==> config.mk <==
export PLATFORM = sky130hd
export DESIGN_NAME = stream_arb
export DESIGN_NICKNAME = d
export VERILOG_FILES = /design/src/rtl/stream_pkg.sv /design/src/rtl/stream_arb.sv
export SDC_FILE = /design/constraint.sdc
export NUM_CORES = 1
export LEC_CHECK = 0
export CORE_ASPECT_RATIO = 0.8
export CORE_MARGIN = 3
export CORE_UTILIZATION = 41
export DETAILED_ROUTE_END_ITERATION = 8
export PLACE_DENSITY = 0.91
export SLEW_MARGIN = 20
export SYNTH_ARGS = -nofsm -noshare
export SYNTH_HDL_FRONTEND = slang
export SYNTH_SLANG_ARGS = --single-unit
export TNS_END_PERCENT = 50
==> constraint.sdc <==
create_clock -name clk -period 2.6 [get_ports clk]
set_input_delay 0.52 -clock clk [delete_from_list [all_inputs] [get_ports clk]]
set_output_delay 0.52 -clock clk [all_outputs]
set_load 0.005 [all_outputs]
==> src/rtl/stream_pkg.sv <==
// Shared types and constants for the two-requester block stream arbiter.
package stream_pkg;

    typedef enum logic [1:0] {
        IDLE = 2'd0,
        KEY  = 2'd1,
        DATA = 2'd2
    } state_t;

    localparam logic TYPE_KEY  = 1'b1;
    localparam logic TYPE_DATA = 1'b0;
    localparam int   BEATS_DEF = 8;

endpackage

==> src/rtl/stream_arb.sv <==
// Block-granular arbiter between a key and a data beat stream feeding a deserializer.
// Optional key priority: define STREAM_ARB_KEY_PRIO_EN; otherwise round-robin on last_owner.
module stream_arb
    import stream_pkg::*;
#(
    parameter int BEATS = BEATS_DEF
) (
    input  logic        clk,
    input  logic        rst,
    input  logic        k_req,
    input  logic [15:0] k_din,
    output logic        k_ack,
    input  logic        d_req,
    input  logic [15:0] d_din,
    output logic        d_ack,
    output logic        vout,
    output logic        tout,
    output logic [15:0] dout,
    output logic        busy,
    output logic        blk_done,
    output state_t      state_dbg
);

    localparam int            CW   = $clog2(BEATS);
    localparam logic [CW-1:0] LAST = CW'(BEATS - 1);

    state_t        state;
    logic [CW-1:0] cnt;
    logic          last_owner;
    logic          grant_key;
    logic          acc;
    logic [15:0]   own_din;

    // Handshake: the owner's ack follows its req in the same cycle; a beat is
    // transferred when req && ack, and the non-owner is never acked.
    always_comb begin
        k_ack   = (state == KEY) && k_req;
        d_ack   = (state == DATA) && d_req;
        acc     = k_ack || d_ack;
        own_din = (state == KEY) ? k_din : d_din;
`ifdef STREAM_ARB_KEY_PRIO_EN
        grant_key = k_req;
`else
        grant_key = k_req && (!d_req || (last_owner == TYPE_DATA));
`endif
    end

    assign busy      = (state != IDLE);
    assign state_dbg = state;

    always_ff @(posedge clk) begin
        if (!rst) begin
            state      <= IDLE;
            cnt        <= '0;
            last_owner <= TYPE_DATA;
            vout       <= 1'b0;
            tout       <= 1'b0;
            dout       <= '0;
            blk_done   <= 1'b0;
        end else begin
            vout     <= acc;
            blk_done <= 1'b0;
            case (state)
                IDLE: begin
                    if (k_req || d_req) begin
                        if (grant_key) begin
                            state      <= KEY;
                            last_owner <= TYPE_KEY;
                        end else begin
                            state      <= DATA;
                            last_owner <= TYPE_DATA;
                        end
                    end
                end
                KEY, DATA: begin
                    if (acc) begin
                        dout <= own_din;
                        tout <= (state == KEY) ? TYPE_KEY : TYPE_DATA;
                        // Last beat of the block: release ownership, one bubble follows.
                        if (cnt == LAST) begin
                            cnt      <= '0;
                            blk_done <= 1'b1;
                            state    <= IDLE;
                        end else begin
                            cnt <= cnt + CW'(1);
                        end
                    end
                end
                default: state <= IDLE;
            endcase
        end
    end

endmodule

==> results.md <==
* CP Class: in2out
* Top-level I/O count at 60
* Relative slew slack at 61.3%
* Vias in the first global route at 1,166
* # fillers at 225
* FFs w/ async S/R, synth at 0%
* Syn. warnings at 0
* Cell family with most CP delay: buffers and inverters
* Vias at 1,167
* Resized cells post-CTS at 0
* Slew Limit Fails at 0
* Ratio of cells with drive above 1 in the final layout at 15.5%
* Final hold viol count at 0
* Gpl congestion at 0.769
* Period Utilization, post-route at 90.7%
* DRC Markers at 0
* Worst-Margin Slew at 581 ps
* Hold WC Path Type: reg2reg
* Area Growth Syn to Fin at 49.4%
* Synthesized instance count at 123
* FMAX at 424 MHz
* Initial antenna violation count at 0
* Cell mode on critical path: clkdlybuf4s50_1
* Routed WL per cell at 14.7 um
* Clock sinks at 25
* Storage cell area at 500 um2
* Clk_lat worst skew at 270 ps
* Count leader, synth: dfxtp_1
* Detailed-placement wirelength estimate at 2390 um
* Worst path required time at 2080 ps
* CP Launch Type: input port
* Reg2reg path depth at 5
* First-pass GRT wire length at 5420 um
* CP Buf/Inv Count at 2
* Largest net degree at the start of global routing at 22
* Critical Path Stages at 3
* Initial Util at 45.0%
* Grt ovf at 0
* Crit end category: primary output
* CP max FO at 6
* Post-synth EDFFs at 0
* Worst R2R End: dout[10]
* Start of the worst register-to-register path: state_dbg[0]
* Leakage power at 0.676 nW
* Placeable Area at 2890 um2
* Antenna cells at 0
* Critical Path Sink: d_ack
* Routed Antenna Nets at 0
* Die Span Y at 56.4 um
* Synthesized area at 1300 um2
* Tmin final at 2360 ps
* Max incr delay on CP at 620 ps
* Top_reg_cell synth: dfxtp_1
* DRT Wirelength at 3220 um
* Post-CTS Hold Buffers at 0
* Worst-path clk slew at 90 ps
* Synth cell types at 30
* Clk buf depth at 2
* Clk_skew at 2.48 ps
* DRT Pass-1 Iters at 4
* Gr usage total at 16.7%
* CP Data Arrival Time at 1840 ps
* Root buffer cell: clkbuf_8
* Fin Setup TNS at 0 ps
* RSZ-0062 raised after global routing: no
* Row count at 17
* Dominant cell type by area after synthesis: dfxtp_1
* Dominant cells by area after synthesis: dfxtp_1 38%, mux2i_1 14%, a211oi_2 9.6%
* Syn_area_per_cell at 10.6 um2
* FF+latch count, synth at 25
* Crit path from: d_req
* Iteration-0 DRC Markers at 33
* Power per Cell Area at 889 nW/um2
* Num CTS Buffers at 3
* Via density at 5.33
* Postcts setup bufs at 0
* Sequential share of the synthesized area at 38.4%
* Final setup violation count at 0
* FF-to-FF setup slack at 510 ps
* Multi-input gate area at 713 um2
* Pwr Total at 1.73 mW
* Die Wd at 69.0 um
* Critical path cell sequence: clkdlybuf4s50_1, and2_1, clkdlybuf4s50_1
* Status: finished, final reports clean
* Fin nets at 223
* Commonest cells in the netlist: 25 x dfxtp_1, 18 x mux2i_1, 14 x a21oi_1
* Slowest-stage cell, CP: clkdlybuf4s50_1
* Max-Cap Viols at 0
* Maximum vdd drop at 0.000583 V
* Die area at 3890 um2
* # H-tree levels at 1
* Top cell type's share of synthesized area at 38.4%
* CTS tree: done
* Hold Path Origin: tout
* Buffers on Ports at 59
* Synthesized Nets at 164
[per-layer routing]
layer | vias up | wire (um) | global-route usage, %
met2 | 50 | 1550 | 28.9
met5 | - | 0 | 0
li1 | 570 | - | -
met3 | 2 | 275 | 6.08
met1 | 545 | 1380 | 20.3
met4 | 0 | 11 | 2.51
[worst reg2reg max path, stage by stage, from the launching register on]
cell and delay, ps:
dfxtp_1 410, inv_1 90, ha_1 670, inv_2 150, nor2_4 470, a211oi_1 150
[where the power goes]
group          leakage [nW]  internal, mW  switching, mW
logic                 0.451         0.468          0.518
registers             0.203         0.455         0.0521
clock network        0.0228         0.110          0.126
total                 0.676          1.03          0.696
[worst min path at each step]
| stage | end | slack, ps | cells past startpoint |
|---|---|---|---|
| final | tout | 490 | 2 |
| after global routing | cnt[2] | 520 | 2 |
| after CTS | tout | 490 | 2 |
| after detailed placement | tout | 480 | 2 |
| after global placement | tout | 470 | 2 |
| after floorplan | last_owner | 450 | 1 |
[per-stage QoR]
step	utilization [%]	worst slack [ps]	cell area [um2]	std cells	hold slack [ps]
after CTS	67.3	252	1950	219	490
final	67.3	241	1950	219	487
after detailed placement	65.7	248	1900	215	478
after global routing	67.3	208	1950	219	517
after floorplan	-	985	1300	123	449
after global placement	65.7	322	1900	215	467
[placed cells by master, fill, tap and decap left out, types with 5 or more instances in the layout]
cell	count
a21oi_1	14
mux2i_1	18
ha_1	5
a211oi_2	10
a21oi_2	7
dfxtp_1	25
clkdlybuf4s50_1	59
a211oi_1	6
[kinds of logic (layout without fill, tap and decap cells)]
family | Yosys count | after routing | share of synthesized area (%)
compound gates | 46 | 46 | 29.6
fa+ha+maj | 5 | 5 | 4.80
buf+inv | 14 | 72 | 6.82
flops | 25 | 25 | 38.4
mux | 18 | 18 | 13.8
simple gates | 15 | 15 | 6.53
[layout make-up]
cell class / instances / area share, %
well taps: 38 / 2.44
multi-input cells: 84 / 36.7
flip-flops and latches: 25 / 25.7
clock buffers: 4 / 2.32
inverters: 5 / 0.965
repair buffers: 63 / 31.9
[flip-flops by register name, indices dropped and copies added (netlist names)]
name / flops
state_dbg: 2
dout: 16
cnt: 3
blk_done: 1
vout: 1
last_owner: 1
tout: 1
No activity file was read; power rests on OpenSTA's default activity.
==> edit 1: new RTL, same flow settings <==
Build with the macro `STREAM_ARB_KEY_PRIO_EN` defined.
--- a/src/rtl/stream_arb.sv
+++ b/src/rtl/stream_arb.sv
@@ -1,4 +1,6 @@
 // Block-granular arbiter between a key and a data beat stream feeding a deserializer.
 // Optional key priority: define STREAM_ARB_KEY_PRIO_EN; otherwise round-robin on last_owner.
+`define STREAM_ARB_KEY_PRIO_EN
+
 module stream_arb
     import stream_pkg::*;
Behaviour: same outputs for any inputs over 10 cycles, from zero or initial values and one cycle with rst low; that may be too few to reach the edited logic, so the function may still have changed.
==> edit 1 against the unedited design <==
Setup slack gained 0.065 ns. Count of clock-buffer cells in the layout is 1 lower. Sequential cell count shrank 1. Sequential share of layout area down 0.12 points. Wire length decreased by 2.4%. Synthesized area fell by 5.5%. Critical path type unchanged. Cell count decreased by 2.3%. Power is 4.5% lower. Final area decreased by 3.5%. Combinational power fell by 2.4%. First-iteration DRC count unchanged.
==> edit 1: results (changes against the unedited design) <==
grt:
  grt_usage_pct: 17.9  # was 16.7%
  grt_pass1_vias: 1075  # was 1166
  grt_pass1_wl_um: 5020  # was 5420 um
  grt_max_degree: 20  # was 22
sta:
  min_period_ns: 2.29  # was 2.36 ns
  timing.hold.ws_ns: 0.488  # was 0.487 ns
  slew_at_the_pin_closest_to_its_max_slew_limit_ns: 0.508  # was 0.581 ns
  timing.clock.skew_ns: 0.00366  # was 0.00248 ns
clocking:
  clockBufferDepth: 2  # unchanged
synth:
  dominant_cells_by_area_after_synthesis: "sky130_fd_sc_hd__dfxtp_1, sky130_fd_sc_hd__mux2i_1, sky130_fd_sc_hd__a211oi_2"  # unchanged
  synth_sequential_area_ratio_pct: 39.0  # was 38.4%
  yosys-top-cells-count: "sky130_fd_sc_hd__dfxtp_1, sky130_fd_sc_hd__a21oi_1, sky130_fd_sc_hd__mux2i_1"  # was sky130_fd_sc_hd__dfxtp_1, sky130_fd_sc_hd__mux2i_1, sky130_fd_sc_hd__a21oi_1
  net_count_after_synthesis: 160  # was 164
  synth_cell_type_count: 24  # was 30
  synthesis_warning_total: 0  # unchanged
placed_design:
  dp_hpwl_um: 2400  # was 2390 um
  routability_congestion_estimate: 0.775  # was 0.769
  placement.setup.worst_slack_ns: 0.301  # was 0.248 ns
routing:
  routedWlPerCell_um: 14.7  # about the same
  viasPerCell: 5.22  # was 5.33
setup_path:
  r2r_setup_slack_ns: 0.63  # was 0.51 ns
  worst-endpoint-arrival_ns: 1.77  # was 1.84 ns
  timing.critical_path.fanout_max: 6  # unchanged
  critical_path.max_stage_delay_ns: 0.60  # was 0.62 ns
power:
  ir_worst_vdd_uv: 366  # was 583 uV
  static-leakage-power_nw: 0.653  # was 0.676 nW
layout:
  num-fill-cells: 227  # was 225
  drive_gt1_share_pct: 11.4  # was 15.5%
  num-nets-final: 219  # was 223
status:
  status: "finished, final reports clean"  # unchanged
min_path:
  worst_hold_path_type: "flop to flop"  # unchanged
edit 1: power by group:
part	switching, W	internal [W]	leakage (nW)
clock	0.000108	0.000104	0.0216
sequential	0.0000433	0.000433	0.194
combinational	0.000503	0.000459	0.438
edit 1: layout make-up:
| type | count | share of cell area, % |
|---|---|---|
| multi-input cells | 81 | 35.6 |
| clock buffers | 3 | 2.20 |
| well taps | 38 | 2.53 |
| repair buffers | 63 | 33.1 |
| flip-flops and latches | 24 | 25.6 |
| inverters | 5 | 1.00 |
edit 1: worst reg2reg max path, stage by stage, from the launching register on:
cell and delay, ns:
sky130_fd_sc_hd__dfxtp_1 0.39, sky130_fd_sc_hd__inv_1 0.08, sky130_fd_sc_hd__ha_1 0.52, sky130_fd_sc_hd__inv_1 0.22, sky130_fd_sc_hd__nor2_4 0.47, sky130_fd_sc_hd__a211oi_1 0.16
edit 1: final timing paths:
path | start | endpoint | cells past startpoint
worst min register to register | cnt[1]$_SDFFE_PN0P_ | cnt[1]$_SDFFE_PN0P_ | 2
worst max register to register | state_dbg[0]$_SDFFE_PN0P_ | dout[1]$_SDFFE_PN0P_ | 5
worst max-delay path | k_req | k_ack | 3
worst min-delay path | cnt[1]$_SDFFE_PN0P_ | cnt[1]$_SDFFE_PN0P_ | 2
edit 1: cells by family (layout without fill, tap and decap cells):
kind of cell | Yosys count | in the layout | share of synthesized area [%]
AO/OA/AOI/OAI | 43 | 43 | 27.0
flip-flops | 24 | 24 | 39.0
multiplexers | 18 | 18 | 14.6
AND/OR/NAND/NOR | 15 | 15 | 7.52
buffers and inverters | 14 | 71 | 6.71
adder cells (fa/ha/maj) | 5 | 5 | 5.08
edit 1: through the flow:
stage / power, W / instances / utilization [%] / cell area (um^2)
finish: 0.00165 / 214 / 66.8 / 1880
global route: 0.00176 / 214 / 66.8 / 1880
detailed placement: 0.00144 / 211 / 65.4 / 1840
global placement: 0.00140 / 211 / 65.4 / 1840
floorplan: 0.00113 / 119 / - / 1230
CTS: 0.00166 / 214 / 66.8 / 1880
edit 1: routing by layer:
layer | GRT usage [%] | wire length [um] | share of wire (%) | up-vias
met1 | 22.7 | 1380 | 44 | 525
met2 | 31.0 | 1580 | 50 | 32
met5 | 0 | 0 | 0 | -
li1 | - | - | - | 556
met4 | 5.39 | 33 | 1.1 | 0
met3 | 3.64 | 151 | 4.8 | 5
==> edit 2: new RTL, same flow settings <==
Without the edit above. Register the output `state_dbg` once more, without a reset; this adds one clock of latency there. The other outputs are not delayed to match.
--- a/src/rtl/stream_arb.sv
+++ b/src/rtl/stream_arb.sv
@@ -47,5 +47,7 @@
 
     assign busy      = (state != IDLE);
-    assign state_dbg = state;
+    always_ff @(posedge clk) begin
+        state_dbg <= state;
+    end
 
     always_ff @(posedge clk) begin
Function: changed (Yosys sat finds a counterexample within 4 cycles, from zero or initial values and one cycle with rst low).
==> edit 2 against the unedited design <==
Power is 2.7% higher. Clock skew down 0.0017 ns. Wire length rose by 4.4%. Worst hold slack got worse by 0.079 ns. Maximum frequency increased by 3.0%. Synthesized cell count rose by 1.6%. Synthesized area up 3.1%. Critical path depth did not move. Global-route usage rose by 0.21 points. Final area increased by 2.4%. Setup slack better by 0.069 ns. Non-clock buffer count grew 1. Sequential cell count increased by 2. Sequential power up 8.9%. Largest power group unchanged.
==> edit 2: results (changes against the unedited design) <==
power:
  ir_worst_vdd_uv: 517  # was 583 uV
  static-leakage-power_nw: 0.698  # was 0.676 nW
grt:
  grt_usage_pct: 17.0  # was 16.7%
  gr_layer_usage_met1_pct: 19.7  # was 20.3%
  gr-usage-met2_pct: 30.6  # was 28.9%
  grt_pass1_vias: 1191  # was 1166
  grtUsageMet3_pct: 5.46  # was 6.08%
  grt_pass1_wl_um: 5510  # was 5420 um
synth:
  synth_sequential_area_ratio_pct: 40.3  # was 38.4%
  synth-adder-area-share_pct: 4.66  # was 4.80%
  yosys-top-cells-count: "sky130_fd_sc_hd__dfxtp_1, sky130_fd_sc_hd__mux2i_1, sky130_fd_sc_hd__a21oi_1"  # unchanged
  complex_gate_fraction_of_the_synthesized_area_pct: 28.7  # was 29.6%
  dominant_cells_by_area_after_synthesis: "sky130_fd_sc_hd__dfxtp_1, sky130_fd_sc_hd__mux2i_1, sky130_fd_sc_hd__a211oi_2"  # unchanged
routing:
  viasPerCell: 5.22  # was 5.33
  finalWirelength_um: 3360  # was 3220 um
  drtIter0Drc: 32  # was 33
status:
  status: "finished, final reports clean"  # unchanged
sta:
  timing.clock.skew_ns: 0.000777  # was 0.00248 ns
layout:
  drive_gt1_share_pct: 15.8  # was 15.5%
  num-nets-final: 226  # was 223
setup_path:
  worst-endpoint-arrival_ns: 1.77  # was 1.84 ns
  r2r_setup_slack_ns: 0.63  # was 0.51 ns
  rr_startpoint: "state[0]$_SDFFE_PN0P_"  # was state_dbg[0]$_SDFFE_PN0P_
placed_design:
  dp_hpwl_um: 2560  # was 2390 um
  placed_cell_area_mm2: 0.00195  # was 0.00190 mm^2
min_path:
  holdPathEnd: "state_dbg[1]$_DFF_P_"  # was tout$_SDFFE_PN0P_
[edit 2: logic make-up (layout without fill, tap and decap cells)]
group	count (synthesis)	in the layout
AOI/OAI and AO/OA	46	46
DFF	27	27
muxes	18	18
and+or+nand+nor	15	15
buffers and inverters	14	73
adders and majority gates	5	5
[edit 2: final cells by class]
class / count / area (um^2) / share of cell area [%]
clock buffers: 4 / 45.0 / 2.26
well taps: 38 / 47.5 / 2.39
multi-input cells: 84 / 713 / 35.8
flip-flops and latches: 27 / 541 / 27.1
inverters: 5 / 18.8 / 0.942
repair buffers: 64 / 628 / 31.5
[edit 2: where the power goes]
group | switching [W] | total [W] | internal, W
clock network | 0.000125 | 0.000235 | 0.000110
logic | 0.000528 | 0.000988 | 0.000461
registers | 0.0000535 | 0.000552 | 0.000498
total | 0.000706 | 0.00178 | 0.00107
[edit 2: metrics by stage]
stage | util [%] | power [W] | instances | hold WS [ns] | setup slack (ns)
4_1_cts | 67.9 | 0.00178 | 222 | 0.400 | 0.300
2_1_floorplan | - | 0.00124 | 125 | 0.368 | 1.02
6_report | 67.9 | 0.00178 | 222 | 0.408 | 0.309
3_3_place_gp | 66.4 | 0.00150 | 218 | 0.380 | 0.323
3_5_place_dp | 66.4 | 0.00154 | 218 | 0.389 | 0.300
5_1_grt | 67.9 | 0.00187 | 222 | 0.413 | 0.261
[edit 2: worst max-delay path: stages]
cell and delay (ns):
sky130_fd_sc_hd__clkdlybuf4s50_1 0.60, sky130_fd_sc_hd__and2_1 0.16, sky130_fd_sc_hd__clkdlybuf4s50_1 0.49
[edit 2: routing by layer]
layer,vias up,routed length (um)
met5,-,0
met4,0,19
met3,2,272
met2,49,1670
met1,527,1390
li1,580,-
